--- src/rtl/imem_loader.sv ---
// Boot-time instruction memory loader: collects a host byte stream into
// little-endian 32-bit words and writes them from address 0 upward.
module imem_loader #(
    parameter int ADDR_WIDTH = 5,
    parameter int DEPTH      = 32,
    parameter int TIMEOUT    = 1024
) (
    input  logic                  clk,
    input  logic                  reset,
    input  logic                  start,
    input  logic [ADDR_WIDTH:0]   word_count,
    input  logic [7:0]            byte_data,
    input  logic                  byte_valid,
    output logic                  byte_ready,
    output logic [ADDR_WIDTH-1:0] mem_address,
    output logic [31:0]           mem_data_in,
    output logic                  mem_rw,
    output logic                  busy,
    output logic                  cpu_hold,
    output logic                  done,
    output logic                  err
);

    localparam logic [2:0] S_IDLE    = 3'd0;
    localparam logic [2:0] S_COLLECT = 3'd1;
    localparam logic [2:0] S_WRITE   = 3'd2;
    localparam logic [2:0] S_DONE    = 3'd3;
    localparam logic [2:0] S_ERROR   = 3'd4;

    localparam logic [ADDR_WIDTH:0] DEPTH_W = DEPTH[ADDR_WIDTH:0];
    // Counter only needs to reach TIMEOUT-1; the following idle cycle aborts.
    localparam int              TW         = (TIMEOUT > 1) ? $clog2(TIMEOUT) : 1;
    localparam int              TMO_LAST_I = (TIMEOUT > 0) ? TIMEOUT - 1 : 0;
    localparam logic [TW-1:0]   TMO_LAST   = TMO_LAST_I[TW-1:0];

    logic [2:0]            state;
    logic [ADDR_WIDTH:0]   n_words;
    logic [ADDR_WIDTH:0]   word_idx;
    logic [1:0]            byte_idx;
    logic [31:0]           asm_word;
    logic [31:0]           wr_data;
    logic [TW-1:0]         tmo_cnt;
    logic [ADDR_WIDTH:0]   n_clamped;
    logic [ADDR_WIDTH:0]   word_idx_nxt;
    logic                  xfer;

    assign n_clamped    = (word_count > DEPTH_W) ? DEPTH_W : word_count;
    assign word_idx_nxt = word_idx + 1'b1;
    assign xfer         = byte_valid & byte_ready;

    assign byte_ready  = (state == S_COLLECT);
    assign busy        = (state == S_COLLECT) || (state == S_WRITE);
    assign cpu_hold    = busy;
    assign done        = (state == S_DONE);
    assign err         = (state == S_ERROR);
    assign mem_rw      = (state != S_WRITE);
    assign mem_address = busy ? word_idx[ADDR_WIDTH-1:0] : '0;
    assign mem_data_in = wr_data;

    always_ff @(posedge clk) begin
        if (!reset) begin
            state    <= S_IDLE;
            n_words  <= '0;
            word_idx <= '0;
            byte_idx <= '0;
            asm_word <= '0;
            wr_data  <= '0;
            tmo_cnt  <= '0;
        end else begin
            case (state)
                S_IDLE: begin
                    if (start) begin
                        n_words  <= n_clamped;
                        word_idx <= '0;
                        byte_idx <= '0;
                        tmo_cnt  <= '0;
                        state    <= (n_clamped == '0) ? S_DONE : S_COLLECT;
                    end
                end
                S_COLLECT: begin
                    if (xfer) begin
                        asm_word[{byte_idx, 3'b000} +: 8] <= byte_data;
                        byte_idx <= byte_idx + 1'b1;
                        tmo_cnt  <= '0;
                        if (byte_idx == 2'd3) begin
                            // Publish the finished word directly so it is stable for the WRITE cycle
                            wr_data <= {byte_data, asm_word[23:0]};
                            state   <= S_WRITE;
                        end
                    end else if (TIMEOUT != 0 && tmo_cnt == TMO_LAST) begin
                        asm_word <= '0;
                        state    <= S_ERROR;
                    end else begin
                        tmo_cnt <= tmo_cnt + 1'b1;
                    end
                end
                S_WRITE: begin
                    word_idx <= word_idx_nxt;
                    byte_idx <= '0;
                    tmo_cnt  <= '0;
                    state    <= (word_idx_nxt == n_words) ? S_DONE : S_COLLECT;
                end
                S_DONE:  state <= S_IDLE;
                S_ERROR: state <= S_IDLE;
                default: state <= S_IDLE;
            endcase
        end
    end

endmodule

--- config.mk ---
export PLATFORM = sky130hd
export DESIGN_NAME = imem_loader
export DESIGN_NICKNAME = d
export VERILOG_FILES = /design/src/rtl/imem_loader.sv
export SDC_FILE = /design/constraint.sdc
export NUM_CORES = 1
export LEC_CHECK = 0
export CELL_PAD_IN_SITES_DETAIL_PLACEMENT = 0
export CELL_PAD_IN_SITES_GLOBAL_PLACEMENT = 1
export CORE_ASPECT_RATIO = 1.25
export CORE_MARGIN = 1.5
export CORE_UTILIZATION = 40
export DETAILED_ROUTE_END_ITERATION = 7
export PLACE_DENSITY_LB_ADDON = 0.12
export SLEW_MARGIN = 0
export SYNTH_ARGS = -nofsm -noshare
export SYNTH_HDL_FRONTEND = slang
export SYNTH_SLANG_ARGS = --single-unit
--- constraint.sdc ---
create_clock -name clk -period 5.3 [get_ports clk]
set_input_delay 0.795 -clock clk [delete_from_list [all_inputs] [get_ports clk]]
set_output_delay 0.795 -clock clk [all_outputs]
set_load 0.02 [all_outputs]
-- Word level (Yosys, flattened, before mapping)
Cells that the tools add are included.
- bits of input ports: 18
- output and inout port bits: 43
- word-level logic and storage cells: 62
- register bits after elaboration: 91
- reductions and logical operators: 13
- mux-type cells: 21
- bitwise operators: 1
- $lt $le $gt $ge: 1
- add/subtract/negate cells: 4
- equal/unequal tests: 13
- shift operators: 2
- operator list (operator ; number):
    two-way mux 32 bit ; 2
    bitwise mux 32 bit ; 1
    variable shift 8 x 7 -> 32 bit, first input constant ; 1
    variable part select 8 x 7 -> 32 bit ; 1
    two-way mux 10 bit ; 3
    one-hot mux 10 bit (3 select lines) ; 1
    two-way mux 3 bit ; 4
    two-way mux 6 bit ; 2
    one-hot mux 6 bit (2 select lines) ; 1
    AND reduction 3 bit ; 4
    adder 10 x 1 -> 10 bit, second input constant ; 1
    == test 10 bit, second input constant ; 1
    one-hot mux 3 bit (3 select lines) ; 1
    two-way mux 2 bit ; 4
    negation 5 -> 7 bit ; 1
    adder 6 x 1 -> 6 bit, second input constant ; 1
    == test 3 x 2 -> 1 bit, second input constant ; 2
    == test 6 bit ; 1
    > comparator 6 bit, second input constant ; 1
    zero test 6 bit ; 1
    inequality test 3 x 2 -> 1 bit, second input constant ; 2
    one-hot mux 2 bit (3 select lines) ; 1
    AND reduction 2 bit ; 3
    two-way mux 5 bit ; 1
    13 further kinds ; 14

-- Depth between registers and ports, before layout
- depth after elaboration: 6
- gate-level depth with buffers: 7
- depth with buffers taken out: 6

-- Worst setup path before layout
No wires, ideal clock.
- kind: reg-to-output
- start point: register state[1]
- end point: output cpu_hold
- cell stages (with the launch flop): 8
- buffers on the path: 2
- required time: 4.505 ns
- setup slack: 3.110 ns
- arrival time: 1.395 ns
- cell sequence: dfxtp_1 -> buf_6 -> nor2_1 -> nand2_1 -> inv_1 -> nor2_1 -> inv_1 -> buf_4
- word-level cells in the longest chain between the ends: 2
- elaborated cells between the ends (all ways): 3
- those cells by class: eq/ne (2); reduce/logical (1)
- RTL lines (what ; RTL line ; text):
    start, declared ; 36 ; logic [2:0] state;
    start signal, assigned ; 77 ; state <= (n_clamped == '0) ? S_DONE : S_COLLECT;
    start signal, assigned ; 101 ; state <= (word_idx_nxt == n_words) ? S_DONE : S_COLLECT;
    == test 3 x 1 -> 1 bit ; n/a ;
    via byte_ready ; 14 ; output logic byte_ready,
    logical OR 1 bit ; 52 ; assign busy = (state == S_COLLECT) || (state == S_WRITE);
    end, declared ; 19 ; output logic cpu_hold,
The timed path passes the listed nets, and every way through them passes these cells.

-- Final worst setup path
- start point: register state[1]
- end point: output mem_address[3]
- word-level cells in the longest chain between the ends: 3
- elaborated cells between the ends (all ways): 4
- those cells by class: eq/ne (2); mux (1); reduce/logical (1)
- RTL lines (what ; RTL line ; text):
    == test 3 x 1 -> 1 bit / == test 3 x 2 -> 1 bit (equally long branches) ; 52 ;
    logical OR 1 bit * ; 52 ;
    two-way mux 5 bit * ; 57 ; assign mem_address = busy ? word_idx[ADDR_WIDTH-1:0] : '0;
    end, declared ; 15 ; output logic [ADDR_WIDTH-1:0] mem_address,
Mark *: on every way between the ends. The rest lies on a longest branch, timed or not.

==> metrics <==
switching pwr 0.3036 mW; vias per cell 5.139; final hold vios 0; Critical Path RT 4510 ps; final core utilization approximately 51%; GRT Residual Overflow 0; number of global-route vias before repair 2941; Top FF cell, synth dfxtp_1; global-route wire length before repair ~14 mm; final setup violation count 0; Site Rows 38; Flop pwr share 53.4%; Syn Area/Cell 9.020 µm²; cell-by-cell listing of the critical path nor3b_4 > nor2_1 > nor2b_1 > clkdlybuf4s50_1; setup TNS 0 ps; sequential area share after synthesis 45.82%; Area growth syn-to-layout 22.84%; clock share of power 38.8%; Ports 61; Initial Utilization a little over 40%; commonest non-fill, non-tap cell in the layout nand2_1; Chip Width around 88 µm; DRC 0; worst hold path type reg -> reg; Clock Tree Buf Depth 2; worst path bufs/invs 1; Setup CP Type reg -> out; CTS tree yes; Max IR drop VDD 0.0001433 V; minimum clock period 3131 ps; status completed; Post-CTS Hold Fix Bufs 0; Final #Nets 474; crit-path max cell delay 610 ps; Cells after Synth roughly 400; Critical-path top delay cell clkdlybuf4s50_1; warnings from Yosys 0; WHS around 450 ps; die footprint 0.009649 mm²; largest net degree at the start of global routing roughly 70; switching share of power 25.41%; GR Util All Layers 18.30%; Detail Route Antenna Nets 0; Die Y 109.5 µm; Worst-path clk slew 80 ps; final wirelength 8.323 mm; mapped cell area 0.003626 mm²; FFs w/ async S/R, synth 0%; Tightest Pin Transition 1173 ps; CP max FO 11; cts repair resizes 0; most frequent cells in the layout nand2_1 (89), dfxtp_1 (83), clkdlybuf4s50_1 (59); final-report max-slew violation count 0; critical path arrival 2340 ps; internal power between 0.8 and 0.9 mW; initial drt markers 109; core area 0.008748 mm²; crit start category flop; DR vias 2955; FF+latch count, synth 83; # H-tree levels 3; Post-synth EDFFs 0; Worst slew margin 21.80%; drt pass-1 iters 4; post-CTS setup repair buffer count 0; antenna violations before repair 0; fin crit share 59.07%; number of distinct library cells after synthesis between 50 and 60; PortBufs 60; Post-DP HPWL 5.591 mm; share of post-route cells with drive strength above 1 roughly 8.4%; FMAX 0.3194 GHz; Comb power frac 7.8%; overall power 1.195 mW; CTS Buf Count 9; Leak 1.467 nW; Crit path max-delay family simple AND/OR/NAND/NOR gates; GP Congestion 0.7879; PD cells around 270 mW/mm²; RSZ-0062 raised after global routing false; wire per inst 14.47 µm; Mapped Nets about 430; clk_lat worst skew 350 ps; clk sinks a little over 80; Critical Path Sink Type output pin; maxcap violations 0; antenna diode count 0; skew final 13.13 ps; root buf cell clkbuf_8
flip-flops by register name, indices dropped and copies added, names as in the netlist:
| register | count |
|---|---|
| n_words | 6 |
| tmo_cnt | 10 |
| byte_idx | 2 |
| word_idx | 6 |
| state | 3 |
| asm_word | 24 |
| mem_data_in | 32 |
layout make-up:
class | count | area (µm²)
fillers | 877 | 4294
multi-input cells | 290 | 1823
flip-flops and latches | 83 | 1662
repair buffers | 60 | 595.6
well taps | 120 | 150.1
clock buffers | 9 | 123.9
clock inverters | 7 | 75.07
inverters | 6 | 25.02
per-stage QoR:
step / instance area (µm²) / worst slack [ps] / instances
2_1_floorplan: 3626 / 3110 / 402
3_3_place_gp: 4255 / 2103 / 559
3_5_place_dp: 4255 / 2096 / 559
4_1_cts: 4454 / 2118 / 575
5_1_grt: 4454 / 2032 / 575
6_report: 4454 / 2169 / 575
cell usage after synthesis, types with 2 or more instances:
library cell / instances / share of area, %
a211oi_1: 3 / 0.62
a21boi_0: 37 / 7.7
a21boi_1: 6 / 1.2
a21oi_1: 7 / 0.97
a32o_1: 8 / 2.2
and2_1: 3 / 0.52
and3_1: 3 / 0.52
buf_2: 6 / 0.83
buf_4: 2 / 0.41
buf_6: 2 / 0.62
clkbuf_1: 13 / 1.3
dfxtp_1: 83 / 46
ha_1: 6 / 2.1
inv_1: 5 / 0.52
nand2_1: 89 / 9.2
nand3_1: 13 / 1.8
nand3b_1: 8 / 1.7
nor2_1: 23 / 2.4
nor2b_1: 7 / 1.2
nor3_1: 5 / 0.69
nor3_2: 2 / 0.55
nor4_1: 3 / 0.52
o21a_1: 3 / 0.62
o21ai_0: 7 / 0.97
o2bb2ai_1: 16 / 3.9
or3_2: 3 / 0.62
xnor2_1: 12 / 2.9
xor2_1: 3 / 0.72
cell families after synthesis:
logic type,count (synthesis),synth area share (%)
adders and majority gates,6,2.070
DFF,83,45.82
AOI/OAI and AO/OA,97,20.60
xor gates and xnor gates,15,3.623
and+or+nand+nor,172,23.98
buffers and inverters,29,3.899
tightest hold or removal path: stages (launching register included):
cell,delay [ps]
dfxtp_1,310
nand2_1,50
a21boi_1,50
final timing paths:
kind	slack [ps]	cells past startpoint	endpoint	startpoint
worst min-delay path	450	2	mem_data_in[14]	mem_data_in[14]
worst max register to register	3030	4	mem_data_in[20]	state[0]
worst max-delay path	2170	4	mem_address[3]	state[1]
worst min register to register	450	2	mem_data_in[14]	mem_data_in[14]
routing by layer:
metal  track usage, %  vias to the layer above  part of all wire, %
met2            32.01                       55                   50
met4            7.031                        0                  1.6
met1            22.23                     1398                   45
li1                 -                     1490                    -
met3            3.153                       12                  3.4
met5                0                        -                    0
power by group through the flow:
stage / Clock [mW] / Sequential, mW / Combinational, mW
global placement: 0 / 0.653 / 0.0940
global route: 0.504 / 0.640 / 0.103
detailed placement: 0 / 0.653 / 0.0943
CTS: 0.482 / 0.639 / 0.0949
finish: 0.463 / 0.639 / 0.0933
floorplan: 0 / 0.649 / 0.0625
(Power assumes the default switching activity.)
